### src/rtl/div_unit.sv
// Signed 32-bit restoring divider: 32 iterations plus one sign-fix cycle.
// Optional DIV_ZERO_EXC_EN: b=0 raises div_zero and skips the iteration.
module div_unit (
    input  logic        clk,
    input  logic        reset,
    input  logic        start,
    input  logic [31:0] a,
    input  logic [31:0] b,
    output logic [31:0] hi,
    output logic [31:0] lo,
    output logic        busy,
    output logic        done,
    output logic        div_zero
);

    typedef enum logic [1:0] {
        IDLE,
        CALC,
        FIX,
        DONE
    } state_t;

    state_t      state, next_state;
    logic [31:0] dividend_q;   // dividend shifts out the top, quotient shifts in the bottom
    logic [31:0] divisor_q;
    logic [31:0] rem_q;
    logic        sign_a_q, sign_b_q;
    logic [4:0]  count_q;
    logic [32:0] rem_shift, diff;
    logic        q_bit;
    logic        zero_div;

`ifdef DIV_ZERO_EXC_EN
    assign zero_div = (b == 32'd0);
`else
    assign zero_div = 1'b0;
`endif

    // One restoring step: with the invariant rem < divisor, diff[32] is the borrow.
    assign rem_shift = {rem_q, dividend_q[31]};
    assign diff      = rem_shift - {1'b0, divisor_q};
    assign q_bit     = ~diff[32];

    always_ff @(posedge clk) begin
        if (reset) state <= IDLE;
        else       state <= next_state;
    end

    // NOTE: every variable gets a default before the case so no latch is inferred.
    always_comb begin
        next_state = state;
        case (state)
            IDLE: if (start) next_state = zero_div ? DONE : CALC;
            CALC: if (count_q == 5'd31) next_state = FIX;
            FIX:  next_state = DONE;
            DONE: next_state = IDLE;
            default: next_state = IDLE;
        endcase
    end

    // NOTE: sequential state uses non-blocking assignments only.
    always_ff @(posedge clk) begin
        if (reset) begin
            hi         <= 32'd0;
            lo         <= 32'd0;
            busy       <= 1'b0;
            done       <= 1'b0;
            count_q    <= 5'd0;
            rem_q      <= 32'd0;
            dividend_q <= 32'd0;
            divisor_q  <= 32'd0;
            sign_a_q   <= 1'b0;
            sign_b_q   <= 1'b0;
        end else begin
            busy <= (next_state != IDLE);
            done <= (next_state == DONE);
            case (state)
                IDLE: begin
                    if (start) begin
                        dividend_q <= a[31] ? -a : a;
                        divisor_q  <= b[31] ? -b : b;
                        sign_a_q   <= a[31];
                        sign_b_q   <= b[31];
                        count_q    <= 5'd0;
                        rem_q      <= 32'd0;
                    end
                end
                CALC: begin
                    dividend_q <= {dividend_q[30:0], q_bit};
                    rem_q      <= q_bit ? diff[31:0] : rem_shift[31:0];
                    count_q    <= count_q + 5'd1;
                end
                FIX: begin
                    lo <= (sign_a_q ^ sign_b_q) ? -dividend_q : dividend_q;
                    hi <= sign_a_q ? -rem_q : rem_q;
                end
                default: ;
            endcase
        end
    end

`ifdef DIV_ZERO_EXC_EN
    always_ff @(posedge clk) begin
        if (reset)                      div_zero <= 1'b0;
        else if (state == IDLE && start) div_zero <= zero_div;
    end
`else
    assign div_zero = 1'b0;
`endif

endmodule

### config.mk
export PLATFORM = sky130hd
export DESIGN_NAME = div_unit
export DESIGN_NICKNAME = d
export VERILOG_FILES = /design/src/rtl/div_unit.sv
export SDC_FILE = /design/constraint.sdc
export NUM_CORES = 1
export LEC_CHECK = 0
export CORE_ASPECT_RATIO = 0.8
export CORE_MARGIN = 4
export CORE_UTILIZATION = 30
export DETAILED_ROUTE_END_ITERATION = 8
export GPL_TIMING_DRIVEN = 1
export PLACE_DENSITY_LB_ADDON = 0.12
export SLEW_MARGIN = 30
export SYNTH_ARGS = -nofsm -noshare
export SYNTH_HDL_FRONTEND = slang
export SYNTH_SLANG_ARGS = --single-unit
### constraint.sdc
create_clock -name clk -period 10.14 [get_ports clk]
set_input_delay 2.028 -clock clk [delete_from_list [all_inputs] [get_ports clk]]
set_output_delay 2.028 -clock clk [all_outputs]
set_load 0.01 [all_outputs]
==> flow_summary.ini, run 1 <==
[outcome]
status = finished, final reports clean

[timing]
drv_slew = 0
setup_tns_ns = 0
skew_ns = 0.0119
hold_viol_final = 0
slew-limit-headroom = 0.392
max_freq_ghz = 0.202
finalCriticalPeriod_ns = 4.95
period_share = 0.488
finalSetupViolCount = 0
grt_setup_unrepaired = false
worst_slew_pin_slew_ns = 0.913

[global_routing]
grt_usage = 0.169
overflow = 0
grt_max_degree = 119
grt_pass1_vias = 8862
antenna_found_initial = 1
grt_pass1_wl_um = 51700

[route]
wl_um = 32900
viasPerCell = 5.21
routedWlPerCell_um = 17.6
drt_iter0_markers = 799
drc = 0
first_pass_iters = 6
vias = 9740
ant_nets = 0

[cells_and_area]
design_area_um2 = 12800
syn2layout_area_growth_pct = 21.5
postLayoutCoreUtil = 0.369
fin_nets = 1489
drive_above_1_share = 0.0537
fillCellCount = 3676

[logic_synthesis]
seq_area_frac_synth = 0.324
synth-simple-area-share = 0.192
synth_top_family_by_area = compound AO/OA/AOI/OAI gates
synth.most_common_cell = dfxtp_1
ys_warn_count = 0
synth.top_cell.area_share = 0.324
muxShareOfSynthArea = 0.0183
synth_flop_cell = dfxtp_1
synth_xor_area_frac = 0.113
syn_area_um2 = 10600
synthArstFlopShare = 0
synth_nets = 1416
synth_fa_ha_area_frac = 0.0469
ys_ff_latch = 171
synth_compound_area_frac = 0.255
synthCells = 1310
synth.avg_cell_area_um2 = 8.06
synth_common_cells = dfxtp_1 (171), nor2_1 (160), nand2_1 (107)
synth_top_area_cell = dfxtp_1
yosys.cell_types.count = 70
synth_edf_count = 0
yosys-top-cells-area = dfxtp_1 (32%), xor2_1 (6.7%), a211oi_1 (6.0%)

[setup_path]
rr_worst_depth = 12
endpoint_kind = flop
path_cells = clkdlybuf4s50_1 > inv_1 > ha_1 > or4b_1 > or4_1 > or3_1 > or3_1 > o21ai_0 > xnor2_1 > nand2_1 > a21oi_1
worst-path-stages = 11
critPathTopFamily = simple AND/OR/NAND/NOR gates
crit_top_cell = or3_1
r2r-end = rem_q[27]
worst_setup_path_start_kind = input port
rrSetupSlack_ns = 5.87
critPathBufInv = 2
critical_path.startpoint = b[0]
slowest_delay_ns = 0.62
arrival_ns = 5.31
slowest_stage = or4_1
worst-path-max-fanout = 4
reg2reg_from = dividend_q[31]
crit_type = input port to flop
required_ns = 10.50

[pwr]
pwr-share-seq = 0.412
power.switching_mw = 0.556
switching_share = 0.314
power_frac_clock = 0.386
power_frac_comb = 0.202
p_int_mw = 1.22
leakagePower_nw = 4.58
power_density_nw_per_um2 = 138
power_mw = 1.77
irDropWorstVdd_uv = 79.5

[floorplanning]
ios = 134
die_h_um = 176
fp.coreArea_um2 = 34700
die_area_um2 = 38300
die_w_um = 218
row_count = 61
start_util = 0.304

[worst_hold_path]
hp-class = flop to flop
worstHoldPathCells = 2
min_from = hi[25]
worstHoldEndpoint = hi[25]

[cts]
cts-buffers-inserted = 17
clock-root-buffer = clkbuf_16
clk_latency_ns = 0.44
postCtsSetupBuffers = 0
cts.sinks = 171
ctsResizeCount = 0
tritoncts = done
clkTransAtPathRegs_ns = 0.07
h-tree-depth = 4
cts_buffer_depth = 2
hold_buffers = 0

[placed_design]
place.gp.congestion = 0.903
hpwl_um = 24900
placed_cell_area_um2 = 12200
port-buffer-count = 132

[run]
maxCapViolCount = 0
==> sequential cells by signal (all words and copies together) (netlist names) <==
signal and cells:
dividend_q 32, divisor_q 32, hi 32, lo 32
rem_q 32, count_q 5, state 2, busy 1
done 1, sign_a_q 1, sign_b_q 1
==> worst min-delay path, stage by stage, from the launching register on <==
cell and delay [ns]:
dfxtp_1 0.31, nand2_1 0.05, a21oi_1 0.05
==> cell type report <==
class | count | area, µm² | area share
multi-input combinational | 1001 | 6640 | 0.518
sequential | 171 | 3420 | 0.267
timing repair buffer | 140 | 1370 | 0.107
tap | 472 | 591 | 0.0461
clock buffer | 17 | 425 | 0.0332
inverter | 52 | 195 | 0.0152
clock inverter | 15 | 176 | 0.0138
antenna | 1 | 2.50 | 0.000195
==> cells by family (layout without fill, tap and decap cells) <==
family,count (synthesis),count (layout)
simple gates,421,421
compound gates,385,385
buf+inv,138,224
mux,19,19
flops,171,171
xor+xnor,136,136
other cells,1,2
fa+ha+maj,39,39
==> placed cells by master (no fill, tap or decap), types with 5 or more instances in the layout <==
cell,synthesis,final
nor2_1,160,158
a31oi_1,10,10
inv_1,52,52
nand3b_1,5,5
o41ai_1,18,18
ha_1,38,38
xnor2_1,55,55
or4_1,18,18
clkbuf_16,0,17
a211oi_1,84,84
or3_1,18,18
xor2_1,81,80
o31ai_1,29,29
mux2i_1,17,17
a311oi_1,5,5
a21oi_1,60,60
o21ai_0,79,79
o21a_1,6,6
nor3_1,18,18
nor4_1,8,7
nand2b_1,12,12
buf_4,1,8
o211ai_1,9,9
or2_2,9,9
nand4_1,8,8
a221o_1,6,6
a32oi_1,7,7
nand2_1,107,107
and3_1,10,10
a222oi_1,30,30
a21o_1,13,13
nand3_1,15,15
inv_6,0,5
dfxtp_1,171,170
clkdlybuf4s50_1,0,129
==> stage by stage <==
step                      cells  setup slack, ns  hold slack, ns
after floorplan            1310             5.51           0.432
after global routing       1869             4.90           0.486
after CTS                  1868             5.19           0.461
after global placement     1836             4.75           0.443
final                      1869             5.19           0.457
after detailed placement   1836             4.73           0.451
==> power groups by stage <==
stage,logic (mW),clock network (mW),registers (mW)
6_report,0.358,0.685,0.731
5_1_grt,0.398,0.734,0.734
4_1_cts,0.356,0.709,0.729
3_5_place_dp,0.354,0,0.745
3_3_place_gp,0.355,0,0.744
2_1_floorplan,0.255,0,0.728
==> worst max path at each step <==
| stage | end | slack [ns] |
|---|---|---|
| 2_1_floorplan | divisor_q[28] | 5.51 |
| 3_3_place_gp | divisor_q[30] | 4.75 |
| 3_5_place_dp | divisor_q[30] | 4.73 |
| 4_1_cts | divisor_q[30] | 5.19 |
| 5_1_grt | divisor_q[28] | 4.90 |
| 6_report | divisor_q[30] | 5.19 |
==> per-layer routing <==
layer | routed length [µm] | global-route usage | vias to the layer above
met5 | 0 | 0 | -
met4 | 208 | 0.0361 | 0
met3 | 1740 | 0.0266 | 10
met2 | 12100 | 0.211 | 234
met1 | 18800 | 0.290 | 4517
li1 | - | - | 4979
Note: power is estimated with default switching activity, not from simulation.
==> run 2, diff against run 1 <==
- clock period: 10.14 -> 5.1 ns (I/O delays scaled with it)
==> run 2 against run 1 <==
Compared with the run above:
- die area unchanged
- register-to-register slack got worse by 4.7 ns
- highest routed layer is now met5
- final area rose by 0.18%
- via count down 1.3%
- total power up 100%
- sequential share of layout area is 0.057 points lower
- final cell count did not move
- count of clock-buffer cells in the layout did not move
- non-clock buffer count rose by 2
- sequential power is 98% higher
- clock skew down 0.0012 ns
- wire length decreased by 0.56%
==> flow_summary.ini, run 2 (same netlist as run 1, synthesis figures left out) <==
[cts]
clkTransAtPathRegs_ns = 0.07
ctsResizeCount = 0
h-tree-depth = 4
clock-root-buffer = clkbuf_16
hold_buffers = 0
postCtsSetupBuffers = 0
tritoncts = done
cts_buffer_depth = 2
clk_latency_ns = 0.44
cts.sinks = 171
cts-buffers-inserted = 17

[floorplanning]
die_area_um2 = 38300
die_h_um = 176
row_count = 61
fp.coreArea_um2 = 34700
ios = 134
start_util = 0.304
die_w_um = 218

[pwr]
power_mw = 3.54
irDropWorstVdd_uv = 239
power_density_nw_per_um2 = 276
leakagePower_nw = 4.60

[setup_path]
critPathTopFamily = simple AND/OR/NAND/NOR gates
rrSetupSlack_ns = 1.21
endpoint_kind = flop
worst-path-max-fanout = 4
required_ns = 5.45
path_cells = clkdlybuf4s50_1 > inv_1 > ha_1 > or4b_1 > or4_1 > or3_1 > or3_1 > o31ai_1 > xor2_1 > a211oi_1
critPathBufInv = 2
slowest_delay_ns = 0.61
arrival_ns = 4.30
slowest_stage = or4_1
crit_type = input port to flop
worst_setup_path_start_kind = input port
crit_top_cell = or3_1

[run]
maxCapViolCount = 0

[global_routing]
overflow = 0
grt_pass1_vias = 8957
grt_usage = 0.170
grt_pass1_wl_um = 52100
grt_max_degree = 80
antenna_found_initial = 1

[route]
met1_length_um = 19000
drc = 0
drt_iter0_markers = 749
top_layer_used = met5
vias = 9611
wl_um = 32700
ant_nets = 0
dr_wl_met3_um = 1710
routedWlPerCell_um = 17.5
route.met2.wl_um = 11800
first_pass_iters = 5
viasPerCell = 5.14

[placed_design]
place.gp.congestion = 0.870
hpwl_um = 25100
placed_cell_area_um2 = 12200
port-buffer-count = 132
pre_cts_ws_ns = 0.659
dpl.cell_count = 1838

[timing]
worst_slew_pin_slew_ns = 0.897
drv_slew = 0
hold_viol_final = 0
slew-limit-headroom = 0.402
skew_ns = 0.0107
max_freq_ghz = 0.253
finalCriticalPeriod_ns = 3.96
grt_setup_unrepaired = false
fin_ws_ns = 1.14
period_share = 0.776
whs_ns = 0.460
finalSetupViolCount = 0
setup_tns_ns = 0

[cells_and_area]
drive_above_1_share = 0.0537
design_area_um2 = 12800
antennaDiodeCount = 0
stdcell_count = 1869
layout_common_cells = dfxtp_1 (171), nor2_1 (158), clkdlybuf4s50_1 (129), nand2_1 (107), a211oi_1 (84)
fin_nets = 1491
final_common_cell = dfxtp_1
postLayoutCoreUtil = 0.370
syn2layout_area_growth_pct = 21.7
fillCellCount = 3615

[outcome]
status = finished, final reports clean

[worst_hold_path]
hp-class = flop to flop
run 2: cell count changes in the layout (fill, tap and decap cells not counted), moves of 2 or more:
cell	before	now
clkinv_4	0	2
clkinvlp_4	3	1
buf_4	8	11
inv_8	4	1
run 2: final cells by class:
cell class,instances,area (µm²),share of cell area
multi-input combinational,1001,6640,0.517
sequential,171,3420,0.266
timing repair buffer,142,1380,0.108
tap,472,591,0.0460
clock buffer,17,425,0.0331
inverter,52,195,0.0152
clock inverter,14,184,0.0143
run 2: path summary, 6_finish.rpt:
check / to / cells after the start / startpoint
max: divisor_q[28] / 10 / b[0]
min: hi[25] / 2 / hi[25]
max reg2reg: rem_q[13] / 12 / dividend_q[31]
min reg2reg: hi[25] / 2 / hi[25]
run 2: power by group:
group          switching, mW  internal (mW)
registers             0.0667           1.38
logic                  0.415          0.295
clock network          0.599          0.782
total                   1.08           2.46
run 2: per-layer routing:
layer,global-route usage,vias to the layer above
li1,-,4967
met2,0.215,218
met4,0.0284,2
met5,0,-
met3,0.0325,9
met1,0.288,4415
run 2: worst min-delay path: cells and delay by family, from the launching register on:
| kind | cells | cell delay (ns) |
|---|---|---|
| simple gates | 1 | 0.05 |
| compound gates | 1 | 0.05 |
| flops | 1 | 0.32 |
